<file path="config.mk">
export PLATFORM = sky130hd
export DESIGN_NAME = clk_div_prog
export DESIGN_NICKNAME = d
export VERILOG_FILES = /design/src/rtl/clk_div_prog.sv
export SDC_FILE = /design/constraint.sdc
export NUM_CORES = 1
export LEC_CHECK = 0
export CORE_MARGIN = 1
export CORE_UTILIZATION = 59
export DETAILED_ROUTE_END_ITERATION = 8
export GPL_ROUTABILITY_DRIVEN = 0
export PLACE_DENSITY = 0.8
export SLEW_MARGIN = 20
export SYNTH_ARGS = -nofsm -noshare
export SYNTH_HDL_FRONTEND = slang
export SYNTH_SLANG_ARGS = --single-unit
</file>
<file path="constraint.sdc">
create_clock -name clk -period 4.95 [get_ports clk]
set_input_delay 1.2375 -clock clk [delete_from_list [all_inputs] [get_ports clk]]
set_output_delay 1.2375 -clock clk [all_outputs]
set_load 0.02 [all_outputs]
</file>
<file path="src/rtl/clk_div_prog.sv">
// Programmable integer clock divider: 50%-duty output for any divisor >= 2,
// with glitch-free runtime divisor changes applied at period boundaries.
`timescale 1ns/1ps
module clk_div_prog #(
  parameter int unsigned WIDTH     = 8,
  parameter int unsigned N_DEFAULT = 5
) (
  input  logic             clk,
  input  logic             clr,
  input  logic             en,
  input  logic             load,
  input  logic [WIDTH-1:0] div_in,
  output logic             divided_clk,
  output logic             tick,
  output logic             ack,
  output logic             err
);

  localparam logic [WIDTH-1:0] N_RST = WIDTH'(N_DEFAULT);
  localparam logic [WIDTH-1:0] ONE   = WIDTH'(1);
  localparam logic [WIDTH-1:0] TWO   = WIDTH'(2);

  logic             run,    run_nxt;
  logic [WIDTH-1:0] cnt,    cnt_nxt;
  logic [WIDTH-1:0] n_act,  n_act_nxt;
  logic [WIDTH-1:0] n_pend, n_pend_nxt;
  logic             pv,     pv_nxt;
  logic             odd_q,  odd_nxt;
  logic             pos_q,  pos_nxt;
  logic             tick_nxt, ack_nxt, err_nxt;
  logic             neg_q;
  logic             bnd;
  logic [WIDTH-1:0] half, lim;

  // Next-state: period boundary handling, counting, divisor capture
  always_comb begin
    run_nxt    = run;
    cnt_nxt    = cnt + ONE;
    n_act_nxt  = n_act;
    n_pend_nxt = n_pend;
    pv_nxt     = pv;
    odd_nxt    = odd_q;
    ack_nxt    = 1'b0;
    err_nxt    = 1'b0;
    bnd        = !run || (cnt == n_act - ONE);

    if (bnd) begin
      if (pv) begin
        n_act_nxt = n_pend;
        pv_nxt    = 1'b0;
        ack_nxt   = 1'b1;
      end
      odd_nxt = n_act_nxt[0];
      if (en) begin
        run_nxt = 1'b1;
        cnt_nxt = '0;
      end else begin
        run_nxt = 1'b0;
        cnt_nxt = n_act_nxt - ONE;
      end
    end

    // A load on a boundary edge lands in n_pend after the old one was consumed
    if (load) begin
      if (div_in < TWO) begin
        err_nxt = 1'b1;
      end else begin
        n_pend_nxt = div_in;
        pv_nxt     = 1'b1;
      end
    end

    half     = n_act_nxt >> 1;
    lim      = odd_nxt ? (half + ONE) : half;
    pos_nxt  = run_nxt && (cnt_nxt < lim);
    tick_nxt = run_nxt && (cnt_nxt == '0);
  end

  // State register
  always_ff @(posedge clk or posedge clr) begin
    if (clr) begin
      run    <= 1'b0;
      cnt    <= N_RST - ONE;
      n_act  <= N_RST;
      n_pend <= N_RST;
      pv     <= 1'b0;
      odd_q  <= N_RST[0];
      pos_q  <= 1'b0;
      tick   <= 1'b0;
      ack    <= 1'b0;
      err    <= 1'b0;
    end else begin
      run    <= run_nxt;
      cnt    <= cnt_nxt;
      n_act  <= n_act_nxt;
      n_pend <= n_pend_nxt;
      pv     <= pv_nxt;
      odd_q  <= odd_nxt;
      pos_q  <= pos_nxt;
      tick   <= tick_nxt;
      ack    <= ack_nxt;
      err    <= err_nxt;
    end
  end

  // Half-cycle delayed phase; ANDing it trims the high phase by 0.5 cycle for odd N
  always_ff @(negedge clk or posedge clr) begin
    if (clr) neg_q <= 1'b0;
    else     neg_q <= pos_q;
  end

  assign divided_clk = odd_q ? (pos_q & neg_q) : pos_q;

endmodule

</file>
[Word level (Yosys, flattened, before mapping)]
Index checks and enable logic that the tools add are counted.
W data, S select, Z words.
Word-level totals
  register bits after elaboration: 32
  output and inout bits: 4
  logic and storage cells: 44
Operators by class
  $add $sub $neg: 4
  order comparisons: 2
  equality and inequality tests: 1
  multiplexer cells: 17
  bitwise operators: 2
  reduce and logical (&&, ||, !) cells: 6
Operator list (count)
  $mux W8: 6
  $sub A8 B1 Y8 const B: 2
  $mux W1: 11
  $add A7 B1 Y8 const B: 1
  $add A8 B1 Y8 const B: 1
  $eq A8 B8 Y1: 1
  $logic_not A8 Y1: 1
  $lt A8 B2 Y1 const B: 1
  $lt A8 B8 Y1: 1
  $logic_and A1 B1 Y1: 2
  $reduce_and A2 Y1: 1
  $and A1 B1 Y1: 1
  $logic_not A1 Y1: 1
  $logic_or A1 B1 Y1: 1
  $not A1 Y1: 1

[Longest topological paths before layout]
  depth after elaboration: 9
  gate-level depth with buffers: 21

==> flow_summary.json <==
{
  "finalNetCount": 279,
  "clk_pin_slew_worst_paths_ns": 0.06,
  "drtAntennaViolNets": 0,
  "cap_violations": 0,
  "synthToLayoutAreaGrowth_pct": 11.4,
  "die-area_um2": 4000,
  "grt-ovfl-total": 0,
  "start_util_pct": 63.8,
  "r2r_slack_ns": 0.48,
  "grt_antenna_before_repair": 0,
  "mostFrequentLayoutCell": "nand2_1",
  "ys.flop_type": "dfrtp_1",
  "antenna_cells": 0,
  "dp_hpwl_mm": 3.54,
  "highest_layer": "met4",
  "critical_path_arrival_ns": 3.61,
  "peakVddDrop_uv": 150,
  "routed_wl_mm": 4.71,
  "status": "finished, final reports clean",
  "ys_types": 55,
  "final.setup.tns_ns": 0,
  "setup_viol": 0,
  "worstHoldPathType": "reg2reg",
  "core_um2": 3470,
  "vias": 1834,
  "place_area_um2": 2380,
  "syn-cell-area_um2": 2210,
  "synth-adder-area-share_pct": 6.22,
  "synth_cells": 243,
  "cts_tree": "yes",
  "synth_xor_area_share_pct": 10.3,
  "drc": 0,
  "synth-simple-area-share_pct": 20.1,
  "wl_met2_mm": 2.17,
  "htreeDepth": 2,
  "ys_ff_latch": 32,
  "muxShareOfSynthArea_pct": 7.52,
  "fin_worst_skew_ns": 0.0105,
  "drv_slew": 0,
  "postCtsHoldBufs": 0,
  "seq_area_frac_synth_pct": 36.5,
  "fin_total_pwr_uw": 517,
  "crit_path_start_kind": "flop",
  "cts_made_buffers": 5,
  "yosysWarnings": 0,
  "powerDensity_nw_per_um2": 210,
  "cts.sinks": 32,
  "async_flop_share_pct": 100,
  "synth_top_family_by_area": "simple AND/OR/NAND/NOR gates",
  "holdWs_ns": 0.479,
  "wl_met3_um": 294,
  "drive_gt1_share_pct": 10.9,
  "end_kind": "output pin",
  "rsz0062_at_grt": "false",
  "finalHoldViolations": 0,
  "wl_per_cell_um": 15.5,
  "grtUsageTotal_pct": 27.3,
  "drt-met1-wl_mm": 2.09,
  "syn_avg_cell_area_um2": 9.10,
  "worstMarginPinSlew_ns": 0.615,
  "drt_first_pass_iters": 5,
  "synth_compound_area_share_pct": 14.8,
  "mostFrequentLayoutCells": "37 x nand2_1, 25 x dfrtp_1, 14 x xor2_1, 14 x clkdlybuf4s50_1, 13 x inv_1",
  "crit_path_max_fanout": 1,
  "fp.dieW_um": 63.2,
  "port_buffers": 15,
  "io_pins": 16,
  "max_slew_margin_pct": 57.8,
  "synth_edf_count": 0,
  "cts-root-buf": "clkbuf_8",
  "num_rows": 21,
  "clockBufferDepth": 2,
  "first_global_vias": 1799,
  "cp.required_ns": 3.71,
  "grt_pass1_wl_mm": 8.40,
  "reg.largest.list": "cnt x8, n_act x8, n_pend x8",
  "worstSetupPathType": "reg2out",
  "via_per_inst": 6.05,
  "syn_nets": 266,
  "p_leak_nw": 1.10,
  "dr.first_iter.drc_count": 82,
  "design_area_um2": 2460,
  "clkLatencyLatePin_ns": 0.29,
  "grt_start_max_net_pins": 32,
  "die_h_um": 63.2,
  "finalCoreUtilization_pct": 71.0
}
-- critical path: stages, from the launching register on --
cell,delay [ns]
dfrtn_1,0.41
o21a_1,0.10
dlygate4sd2_1,0.32
-- cells in the mapped netlist, drive strengths merged (3+ instances only) --
library cell,n,share of area (%)
a21o,3,1.0
a21oi,9,2.0
clkbuf,9,1.6
dfrtp,25,28
dfstp,6,7.1
ha,11,6.2
inv,13,2.2
mux2,5,2.5
mux2i,11,5.0
nand2,37,6.3
nand3,11,2.5
nor2,10,1.7
nor3,9,2.3
o211ai,3,1.0
o21a,3,1.4
o21ai,10,2.3
o31ai,3,1.0
xnor2,12,4.8
xor2,14,5.5
-- final cells by class --
class	instances	area, um2
timing repair buffer	17	164
clock inverter	1	5.00
sequential	32	808
multi-input combinational	187	1300
fill	283	1000
inverter	13	48.8
tap	46	57.6
clock buffer	7	76.3
-- layer usage --
metal	up-vias	global-route usage, %
met5	-	0
met4	0	15.1
met3	16	4.53
met2	71	41.3
met1	858	37.2
li1	889	-
-- cell families (layout without fill, tap and decap cells) --
group	after synthesis	after routing
AO/OA/AOI/OAI	46	46
XOR/XNOR	26	26
adder cells (fa/ha/maj)	11	11
buffers and inverters	24	38
flip-flops	32	32
multiplexers	16	16
AND/OR/NAND/NOR	88	88
-- what timing repair did --
| item | in CTS | in global routing |
|---|---|---|
| buffers inserted | 0 | 0 |
| gates resized for setup | 1 | 0 |
| endpoints found under the hold margin | 0 | 0 |
| endpoints found under the setup margin | 1 | 0 |
-- where the power goes --
part / leakage [nW] / switching [mW] / internal, mW
Combinational: 0.670 / 0.0267 / 0.0220
Sequential: 0.384 / 0.00508 / 0.269
Clock: 0.0422 / 0.0954 / 0.0985
Total: 1.10 / 0.127 / 0.390
-- final timing paths --
kind	startpoint	endpoint	cells past startpoint
hold / removal	n_pend[1]	n_pend[1]	2
max in group asynchronous	clr	neg_q	2
min in group asynchronous	clr	n_act[1]	3
setup / recovery	neg_q	divided_clk	2
hold reg to reg	n_pend[1]	n_pend[1]	2
setup reg to reg	n_act[0]	pos_q	19
-- metrics by stage --
step                      setup WS (ns)  std cells
after floorplan                   0.526        243
after global placement            0.187        295
after detailed placement          0.145        295
after CTS                         0.102        303
after global routing             0.0751        303
final                             0.104        303
No activity file was read; power rests on OpenSTA's default activity.
